### src/rtl/dac_pkg.sv
// ---------------------------------------------------------------------------
// dac_pkg : shared waveform-mode and FSM-state types for the DAC wave path
// Revision: 1.0
// ---------------------------------------------------------------------------
`default_nettype none
package dac_pkg;

  typedef enum logic [1:0] {
    MODE_DC     = 2'd0,
    MODE_RAMP   = 2'd1,
    MODE_TRI    = 2'd2,
    MODE_SQUARE = 2'd3
  } mode_e;

  typedef enum logic {
    ST_IDLE = 1'b0,
    ST_PEND = 1'b1
  } state_e;

  localparam int DAC_CODE_MAX = 4095;

endpackage
`default_nettype wire

### src/rtl/dac_wave_gen_if.sv
// ---------------------------------------------------------------------------
// dac_wave_gen_if : valid/ready sample link from generator to DAC serializer
// Revision: 1.0
// ---------------------------------------------------------------------------
`default_nettype none
interface dac_wave_gen_if #(
  parameter int DATA_W = 12
) ();

  logic [DATA_W-1:0] sample_data;
  logic              sample_valid;
  logic              sample_ready;

  modport master (output sample_data, output sample_valid, input sample_ready);
  modport slave  (input sample_data, input sample_valid, output sample_ready);

endinterface
`default_nettype wire

### src/rtl/dac_rate_tick.sv
// ---------------------------------------------------------------------------
// dac_rate_tick : sample-rate divider, one tick every rate_div+1 enabled cycles
// Revision: 1.0
// ---------------------------------------------------------------------------
`default_nettype none
module dac_rate_tick #(
  parameter int DIV_W = 16
) (
  input  wire logic             clk,
  input  wire logic             reset,
  input  wire logic             enable,
  input  wire logic [DIV_W-1:0] rate_div,
  output logic                  tick
);

  logic [DIV_W-1:0] cnt_q;

  assign tick = enable && (cnt_q == rate_div);

  // The >= wrap keeps the counter bounded if rate_div shrinks below it.
  always_ff @(posedge clk or negedge reset) begin
    if (!reset) begin
      cnt_q <= '0;
    end else if (!enable || (cnt_q >= rate_div)) begin
      cnt_q <= '0;
    end else begin
      cnt_q <= cnt_q + 1'b1;
    end
  end

endmodule
`default_nettype wire

### src/rtl/dac_wave_gen.sv
// ---------------------------------------------------------------------------
// dac_wave_gen : DC/ramp/triangle/square sample generator for a serial DAC
// Triangle mode present only when DAC_WAVE_TRI_EN is defined. Revision: 1.0
// ---------------------------------------------------------------------------
`default_nettype none
module dac_wave_gen
  import dac_pkg::*;
#(
  parameter int DATA_W = 12,
  parameter int DIV_W  = 16
) (
  input  wire logic              clk,
  input  wire logic              reset,
  input  wire logic              enable,
  input  wire logic [1:0]        mode,
  input  wire logic [DATA_W-1:0] step,
  input  wire logic [DATA_W-1:0] dc_level,
  input  wire logic [DIV_W-1:0]  rate_div,
  dac_wave_gen_if.master         smp,
  output logic [7:0]             underrun_cnt
);

  localparam logic [DATA_W-1:0] CODE_MAX = '1;

  state_e            state_q;
  logic [DATA_W-1:0] data_q;
  logic [DATA_W-1:0] phase_q;
  mode_e             last_mode_q;
  logic [7:0]        underrun_q;

  logic              tick;
  logic              xfer;
  logic              emit;
  mode_e             mode_eff;
  logic [DATA_W-1:0] phase_base;
  logic [DATA_W-1:0] phase_d;
  logic [DATA_W-1:0] data_d;

`ifdef DAC_WAVE_TRI_EN
  logic              dir_down_q;
  logic              dir_base;
  logic              dir_down_d;
  logic [DATA_W:0]   tri_sum;
`endif

  dac_rate_tick #(.DIV_W(DIV_W)) u_tick (
    .clk      (clk),
    .reset    (reset),
    .enable   (enable),
    .rate_div (rate_div),
    .tick     (tick)
  );

  assign xfer = (state_q == ST_PEND) && smp.sample_ready;
  assign emit = tick && ((state_q == ST_IDLE) || xfer);

  always_comb begin
    mode_eff = mode_e'(mode);
`ifndef DAC_WAVE_TRI_EN
    if (mode_eff == MODE_TRI) mode_eff = MODE_RAMP;
`endif
    // A mode switch restarts the waveform from code 0 going up.
    phase_base = (mode != last_mode_q) ? '0 : phase_q;

    case (mode_eff)
      MODE_DC:     data_d = dc_level;
      MODE_SQUARE: data_d = {DATA_W{phase_base[DATA_W-1]}};
      default:     data_d = phase_base;
    endcase

    phase_d = phase_base + step;
`ifdef DAC_WAVE_TRI_EN
    dir_base   = (mode != last_mode_q) ? 1'b0 : dir_down_q;
    dir_down_d = dir_base;
    tri_sum    = {1'b0, phase_base} + {1'b0, step};
    if (mode_eff == MODE_TRI) begin
      if (!dir_base) begin
        if (tri_sum >= {1'b0, CODE_MAX}) begin
          phase_d    = CODE_MAX;
          dir_down_d = 1'b1;
        end else begin
          phase_d = tri_sum[DATA_W-1:0];
        end
      end else if (phase_base < step) begin
        phase_d    = '0;
        dir_down_d = 1'b0;
      end else begin
        phase_d = phase_base - step;
      end
    end
`endif
  end

  always_ff @(posedge clk or negedge reset) begin
    if (!reset) begin
      state_q     <= ST_IDLE;
      data_q      <= '0;
      phase_q     <= '0;
      last_mode_q <= MODE_DC;
      underrun_q  <= '0;
`ifdef DAC_WAVE_TRI_EN
      dir_down_q  <= 1'b0;
`endif
    end else begin
      case (state_q)
        ST_IDLE: if (tick) state_q <= ST_PEND;
        ST_PEND: begin
          if (tick && !xfer) begin
            if (underrun_q != 8'hFF) underrun_q <= underrun_q + 8'd1;
          end else if (!tick && xfer) begin
            state_q <= ST_IDLE;
          end
        end
        default: state_q <= ST_IDLE;
      endcase
      if (emit) begin
        data_q      <= data_d;
        phase_q     <= phase_d;
        last_mode_q <= mode_e'(mode);
`ifdef DAC_WAVE_TRI_EN
        dir_down_q  <= dir_down_d;
`endif
      end
    end
  end

  assign smp.sample_data  = data_q;
  assign smp.sample_valid = (state_q == ST_PEND);
  assign underrun_cnt     = underrun_q;

endmodule
`default_nettype wire
### src/flat_wrapper.sv
// flat-port wrapper written by rule: the top's interface ports become plain ports
module dac_wave_gen_flat import dac_pkg::*;
#(
  parameter int DATA_W = 12,
  parameter int DIV_W  = 16
)
  (clk, reset, enable, mode, step, dc_level, rate_div, underrun_cnt, smp_sample_data, smp_sample_valid, smp_sample_ready);
  dac_wave_gen_if #(.DATA_W(DATA_W)) smp_i ();
  input  wire logic clk;
  input  wire logic reset;
  input  wire logic enable;
  input  wire logic [1:0] mode;
  input  wire logic [DATA_W-1:0] step;
  input  wire logic [DATA_W-1:0] dc_level;
  input  wire logic [DIV_W-1:0] rate_div;
  output logic [7:0] underrun_cnt;
  output wire logic [$bits(smp_i.sample_data)-1:0] smp_sample_data;
  output wire logic [$bits(smp_i.sample_valid)-1:0] smp_sample_valid;
  input wire logic [$bits(smp_i.sample_ready)-1:0] smp_sample_ready;
  assign smp_sample_data = smp_i.sample_data;
  assign smp_sample_valid = smp_i.sample_valid;
  assign smp_i.sample_ready = smp_sample_ready;
  dac_wave_gen #(.DATA_W(DATA_W), .DIV_W(DIV_W)) u_core (.clk(clk), .reset(reset), .enable(enable), .mode(mode), .step(step), .dc_level(dc_level), .rate_div(rate_div), .smp(smp_i), .underrun_cnt(underrun_cnt));
endmodule
### config.mk
export PLATFORM = sky130hd
export DESIGN_NAME = dac_wave_gen_flat
export DESIGN_NICKNAME = d
export VERILOG_FILES = /design/src/rtl/dac_pkg.sv /design/src/rtl/dac_wave_gen_if.sv /design/src/rtl/dac_rate_tick.sv /design/src/rtl/dac_wave_gen.sv /design/src/flat_wrapper.sv
export SDC_FILE = /design/constraint.sdc
export NUM_CORES = 1
export LEC_CHECK = 0
export CORE_AREA = 5 5 115 117
export DETAILED_ROUTE_END_ITERATION = 10
export DIE_AREA = 0 0 120 122
export RECOVER_POWER = 50
export SLEW_MARGIN = 30
export SYNTH_ARGS = -nofsm -noshare
export SYNTH_HDL_FRONTEND = slang
export SYNTH_HIERARCHICAL = 1
export SYNTH_SLANG_ARGS = --single-unit
### constraint.sdc
create_clock -name clk -period 6.05 [get_ports clk]
set_input_delay 1.21 -clock clk [delete_from_list [all_inputs] [get_ports clk]]
set_output_delay 1.21 -clock clk [all_outputs]
set_load 0.01 [all_outputs]
==> out/metrics.cfg, run 1 <==
[outcome]
status = finished, violations left
violations = max-capacitance violations, max-slew violations

[timing]
rsz0062_at_grt = false
setup_viol = 0
whs_ps = 467
fin_tns_setup_ps = 0
hold_viol = 0
finalCriticalPeriod_ps = 3970
relSlewSlack_pct = -89.0
fmax_mhz = 252
drv_slew = 52
finalCritPeriodShare_pct = 65.6
worstMarginPinSlew_ps = 2830
finalClockSkew_ps = 3.20

[placement]
port_buffers = 66
post_dp_cell_area_um2 = 4230
hpwl_um = 6670
place_congestion = 0.815

[setup_path]
arrival_ps = 4180
end_kind = flip-flop
reg2regPathDepth = 9
r2r_slack_ps = 3060
required_ps = 6260
crit_fanout = 12
critPathLaunchType = primary input
r2r_start = u_core/last_mode_q[1]
crit_type = in2reg
r2r-end = u_core/phase_q[11]

[synthesis]
postSynthCellCount = 390
synthAdderAreaFrac_pct = 11.9
synthTopCellsByArea = dfrtp_1, ha_1, nand2_1
ys_ff_latch = 51
netlist_area_um2 = 3440
yosys.area_share.simple_pct = 20.7
avgSynthCellArea_um2 = 8.82
yosys_warnings = 6
synth-compound-area-share_pct = 17.9
synth_xor_area_share_pct = 6.88
synth_nets = 468
yosysSeqAreaShare_pct = 37.1
synth_top_family_by_area = simple AND/OR/NAND/NOR gates
synth.distinct_cells = 51
synth_top_area_cell = dfrtp_1
yosysTopAreaCellShare_pct = 37.1
synth.mux.area_fraction_pct = 0.327

[layout]
final_cell_mix = nand2_1, clkdlybuf4s50_1, dfrtp_1
diodes = 0
final_area_um2 = 4370
nets = 530
multiInputGateArea_um2 = 1990
drive_gt1_share_pct = 4.42
regArea_um2 = 1280
layout_commonest_cell = nand2_1
syn_to_final_growth_pct = 27.1
nFillCells = 1242

[grt]
grt_overflow = 0
antenna_found_initial = 0
grt_pass1_wl_um = 14400
grt_pass1_vias = 2894
grtUsageTotal_pct = 12.0
grt_max_degree = 52

[detailed_routing]
drt_pass1_iterations = 5
avgViaCountPerCell = 4.87
drc = 0
drtIter0Drc = 145
final_antenna_net_count = 0
vias = 2939
post_drt_wl_per_cell_um = 14.3
routed_wl_um = 8610

[clock_tree]
ctsResizeCount = 0
clk_latency_ps = 280
numClockSinks = 51
cts_tree = built
hold_buffers = 0
cts_setup_buffers = 0
numCtsBuffers = 5
cts.path.max_buffers = 2
h-tree-depth = 2
path_clk_slew_ps = 70
cts_root_buffer = clkbuf_16

[die]
initial_utilization_pct = 28.1
fp.dieH_um = 122
fp-row-count = 41
die_x_um = 120
die_area_um2 = 14600
coreArea_um2 = 12300
io_pins = 67

[worst_hold_path]
hold_path.class = reg2reg
hold_start = u_core/phase_q[9]
whs_path_depth = 2
min_to = u_core/phase_q[9]

[pwr]
cellPowerDensity_nw_per_um2 = 161
leakagePower_nw = 2.03
peakVddDrop_uv = 102

[run]
maxCapViolations = 1

registers in the layout, summed over array words and instances (netlist names):
| signal | count |
|---|---|
| u_core/u_tick/cnt_q | 16 |
| u_core/phase_q | 12 |
| u_core/smp.sample_data | 12 |
| u_core/underrun_cnt | 8 |
| u_core/last_mode_q | 2 |
| u_core/smp.sample_valid | 1 |
synthesized netlist by cell type (all sizes together):
library cell / number
or4: 1
o211ai: 5
inv: 30
clkbuf: 9
a211oi: 3
nor3b: 1
o21ai: 23
o31ai: 2
or3: 1
nand2b: 3
a311oi: 1
nand4bb: 1
nand3: 9
mux2: 1
nor2: 30
a2111o: 2
a22oi: 1
xnor2: 13
o2111a: 2
a21oi: 34
or3b: 1
buf: 4
and2: 13
nand4: 12
dfrtp: 51
nor2b: 4
a221oi: 2
and4: 1
o21a: 2
o221ai: 2
o2111ai: 1
a21boi: 1
xor2: 14
a2111oi: 3
and3: 8
ha: 31
fa: 1
a221o: 2
nor3: 2
nand2: 56
a21o: 6
nor4: 1
cells by family (layout without fill, tap and decap cells):
| group | count (synthesis) | in the layout |
|---|---|---|
| AO/OA/AOI/OAI | 92 | 92 |
| XOR/XNOR | 27 | 27 |
| adder cells (fa/ha/maj) | 32 | 32 |
| buffers and inverters | 43 | 106 |
| flip-flops | 51 | 51 |
| multiplexers | 1 | 1 |
| AND/OR/NAND/NOR | 144 | 144 |
report_power, final:
group	total [mW]	internal [mW]	leakage [nW]	switching (mW)
registers	0.346	0.343	0.710	0.00282
logic	0.0847	0.0423	1.25	0.0425
clock network	0.275	0.153	0.0669	0.122
total	0.705	0.538	2.03	0.167
per-stage QoR:
stage | power [mW] | worst slack [ps] | instances | util [%]
after detailed placement | 0.438 | 1780 | 595 | 34.5
after floorplan | 0.391 | 2630 | 390 | -
after global routing | 0.742 | 1760 | 603 | 35.6
after global placement | 0.437 | 1860 | 595 | 34.5
after CTS | 0.718 | 2080 | 603 | 35.7
final | 0.705 | 2080 | 603 | 35.6
layer usage:
metal | track usage, % | part of all wire (%) | vias up
met1 | 15.8 | 46 | 1375
met5 | 0 | 0 | -
li1 | - | - | 1486
met2 | 20.1 | 47 | 76
met4 | 2.36 | 0.53 | 0
met3 | 3.16 | 6.2 | 2
worst max path at each step:
stage | startpoint | to
after floorplan | mode[1] | u_core/phase_q[10]
after global placement | mode[1] | u_core/phase_q[11]
after detailed placement | mode[1] | u_core/phase_q[11]
after CTS | mode[1] | u_core/phase_q[11]
after global routing | mode[1] | u_core/phase_q[11]
final | mode[1] | u_core/phase_q[11]
worst max-delay path, stage by stage:
cell and delay (ps):
clkdlybuf4s50_1 460, xor2_1 170, nor2_1 600, and2_1 280
ha_1 320, and3_1 230, a211oi_1 290, o31ai_1 120
or4_4 430, o211ai_2 80
final cells by class:
class / count / area share (%)
clock inverters: 2 / 0.286
well taps: 150 / 4.29
inverters: 30 / 2.58
multi-input cells: 296 / 45.4
flip-flops and latches: 51 / 29.2
clock buffers: 6 / 2.95
repair buffers: 68 / 15.3
Note: power is estimated with default switching activity, not from simulation.
==> inputs of run 2 (changes only) <==
==> constraint.sdc (replaced) <==
create_clock -name clk -period 4 [get_ports clk]
set_input_delay 0.8 -clock clk [delete_from_list [all_inputs] [get_ports clk]]
set_output_delay 0.8 -clock clk [all_outputs]
set_load 0.01 [all_outputs]
==> out/metrics.cfg, run 2 (synthesis results as in run 1) <==
[die]
die_x_um = 120  ; unchanged
initial_utilization_pct = 28.1  ; unchanged
coreArea_um2 = 12300  ; unchanged
die_area_um2 = 14600  ; unchanged
fp.dieH_um = 122  ; unchanged
io_pins = 67  ; unchanged
fp-row-count = 41  ; unchanged

[detailed_routing]
routed_wl_um = 8560  ; was 8610 um
drtIter0Drc = 135  ; was 145
drc = 0  ; unchanged
vias = 2889  ; was 2939
post_drt_wl_per_cell_um = 14.2  ; was 14.3 um
avgViaCountPerCell = 4.78  ; was 4.87
final_antenna_net_count = 0  ; unchanged
drt_pass1_iterations = 4  ; was 5

[timing]
finalCriticalPeriod_ps = 3610
drv_slew = 35  ; was 52
finalClockSkew_ps = 4.04  ; was 3.20 ps
whs_ps = 477  ; was 467 ps
rsz0062_at_grt = false  ; unchanged
setup_viol = 0  ; unchanged
hold_viol = 0  ; unchanged
finalCritPeriodShare_pct = 90.3
fmax_mhz = 277
fin_tns_setup_ps = 0  ; unchanged
worstMarginPinSlew_ps = 1890  ; was 2830 ps
relSlewSlack_pct = -26.0  ; was -89.0%

[run]
maxCapViolations = 1  ; unchanged

[layout]
final_cell_mix = nand2_1, clkdlybuf4s50_1, dfrtp_1  ; unchanged
top_register = u_core/u_tick/cnt_q  ; unchanged
syn_to_final_growth_pct = 28.3  ; was 27.1%
nFillCells = 1261  ; was 1242
diodes = 0  ; unchanged
utilization_pct = 36.0  ; was 35.6%
largest_reg_flops = 16  ; unchanged
drive_gt1_share_pct = 4.84  ; was 4.42%
nets = 533  ; was 530
layout_commonest_cell = nand2_1  ; unchanged
finalNonFillerCells = 605  ; was 603

[outcome]
status = finished, violations left  ; unchanged
violations = max-capacitance violations, max-slew violations  ; unchanged

[clock_tree]
numClockSinks = 51  ; unchanged
hold_buffers = 0  ; unchanged
cts.path.max_buffers = 2  ; unchanged
ctsResizeCount = 0  ; unchanged
h-tree-depth = 2  ; unchanged
cts_setup_buffers = 0  ; unchanged
clk_latency_ps = 280  ; about the same
cts_root_buffer = clkbuf_16  ; unchanged
numCtsBuffers = 5  ; unchanged
path_clk_slew_ps = 60  ; was 70 ps
cts_tree = built  ; unchanged

[grt]
grt_pass1_wl_um = 14300  ; was 14400 um
grt_overflow = 0  ; unchanged
grt_max_degree = 35  ; was 52
antenna_found_initial = 0  ; unchanged
grtUsageTotal_pct = 12.0  ; about the same
grt_pass1_vias = 2943  ; was 2894

[worst_hold_path]
hold_start = u_core/phase_q[5]  ; was u_core/phase_q[9]
hold_path.class = reg2reg  ; unchanged
min_to = u_core/phase_q[5]  ; was u_core/phase_q[9]
whs_path_depth = 2  ; unchanged

[setup_path]
r2r-end = u_core/phase_q[11]  ; unchanged
critPathLaunchType = primary input  ; unchanged
crit_path_cell_trace = clkdlybuf4s50_1, xor2_1, nor2_1, and2_1, ha_1, and3_1, a211oi_1, o31ai_1, or4_4, o211ai_2  ; unchanged
path_buf_inv = 1  ; unchanged
reg2regPathDepth = 9  ; unchanged
crit_type = in2reg  ; unchanged
end_kind = flip-flop  ; unchanged
r2r_slack_ps = 970  ; was 3060 ps
r2r_start = u_core/last_mode_q[1]  ; unchanged
slowest_delay_ps = 610  ; was 600 ps
required_ps = 4210  ; was 6260 ps
crit_slowest_cell = nor2_1  ; unchanged
path_delay_family = simple AND/OR/NAND/NOR gates  ; unchanged
arrival_ps = 3820  ; was 4180 ps
crit_fanout = 12  ; unchanged

[pwr]
leakagePower_nw = 2.05  ; was 2.03 nW
total_power_mw = 1.12  ; was 0.705 mW
peakVddDrop_uv = 148  ; was 102 uV
cellPowerDensity_nw_per_um2 = 254  ; was 161 nW/um^2

[placement]
hpwl_um = 6910  ; was 6670 um
place_inst = 598  ; was 595
place_congestion = 0.833  ; was 0.815
port_buffers = 66  ; unchanged

==> run 2: cell types whose count changed in the layout (fill, tap and decap cells not counted) <==
cell	before	now
buf_2	1	0
buf_4	1	4
clkinv_2	1	0
bufinv_16	0	1
==> run 2: through the flow <==
stage	setup slack [ps]	instance area (um^2)
after floorplan	995	3440
after global placement	267	4260
after detailed placement	136	4260
after CTS	425	4420
after global routing	210	4410
final	389	4410
==> run 2: how the worst max path moves through the flow <==
stage	startpoint	endpoint	cells after the start	slack [ps]
3_3_place_gp	mode[1]	u_core/phase_q[11]	10	270
6_report	mode[1]	u_core/phase_q[11]	10	390
5_1_grt	mode[1]	u_core/phase_q[11]	10	210
3_5_place_dp	mode[1]	u_core/phase_q[11]	10	140
2_1_floorplan	mode[1]	u_core/phase_q[10]	11	990
4_1_cts	mode[1]	u_core/phase_q[11]	10	430
==> run 2: metal layers <==
metal	track usage, %	vias up	part of all wire [%]
met5	0	-	0
met4	2.79	0	0.42
met3	2.88	2	5.2
met2	20.4	67	47
met1	15.4	1328	47
li1	-	1492	-
==> run 2: power breakdown <==
group          internal (mW)  leakage [nW]  switching, mW
clock                  0.291        0.0759          0.177
combinational         0.0638          1.26         0.0648
sequential             0.519         0.710        0.00440
==> run 2: layout make-up <==
cell class / instances / area, um^2 / share of cell area, %
clock buffer: 5 / 125 / 2.84
clock inverter: 2 / 37.5 / 0.851
inverter: 30 / 113 / 2.55
multi-input combinational: 296 / 1990 / 45.0
sequential: 51 / 1280 / 28.9
tap: 150 / 188 / 4.25
timing repair buffer: 71 / 688 / 15.6
==> run 2: tightest hold or removal path, cell delays in order (launching register included) <==
cell     delay, ps
dfrtp_1        340
nand2_1         40
o21ai_0         60
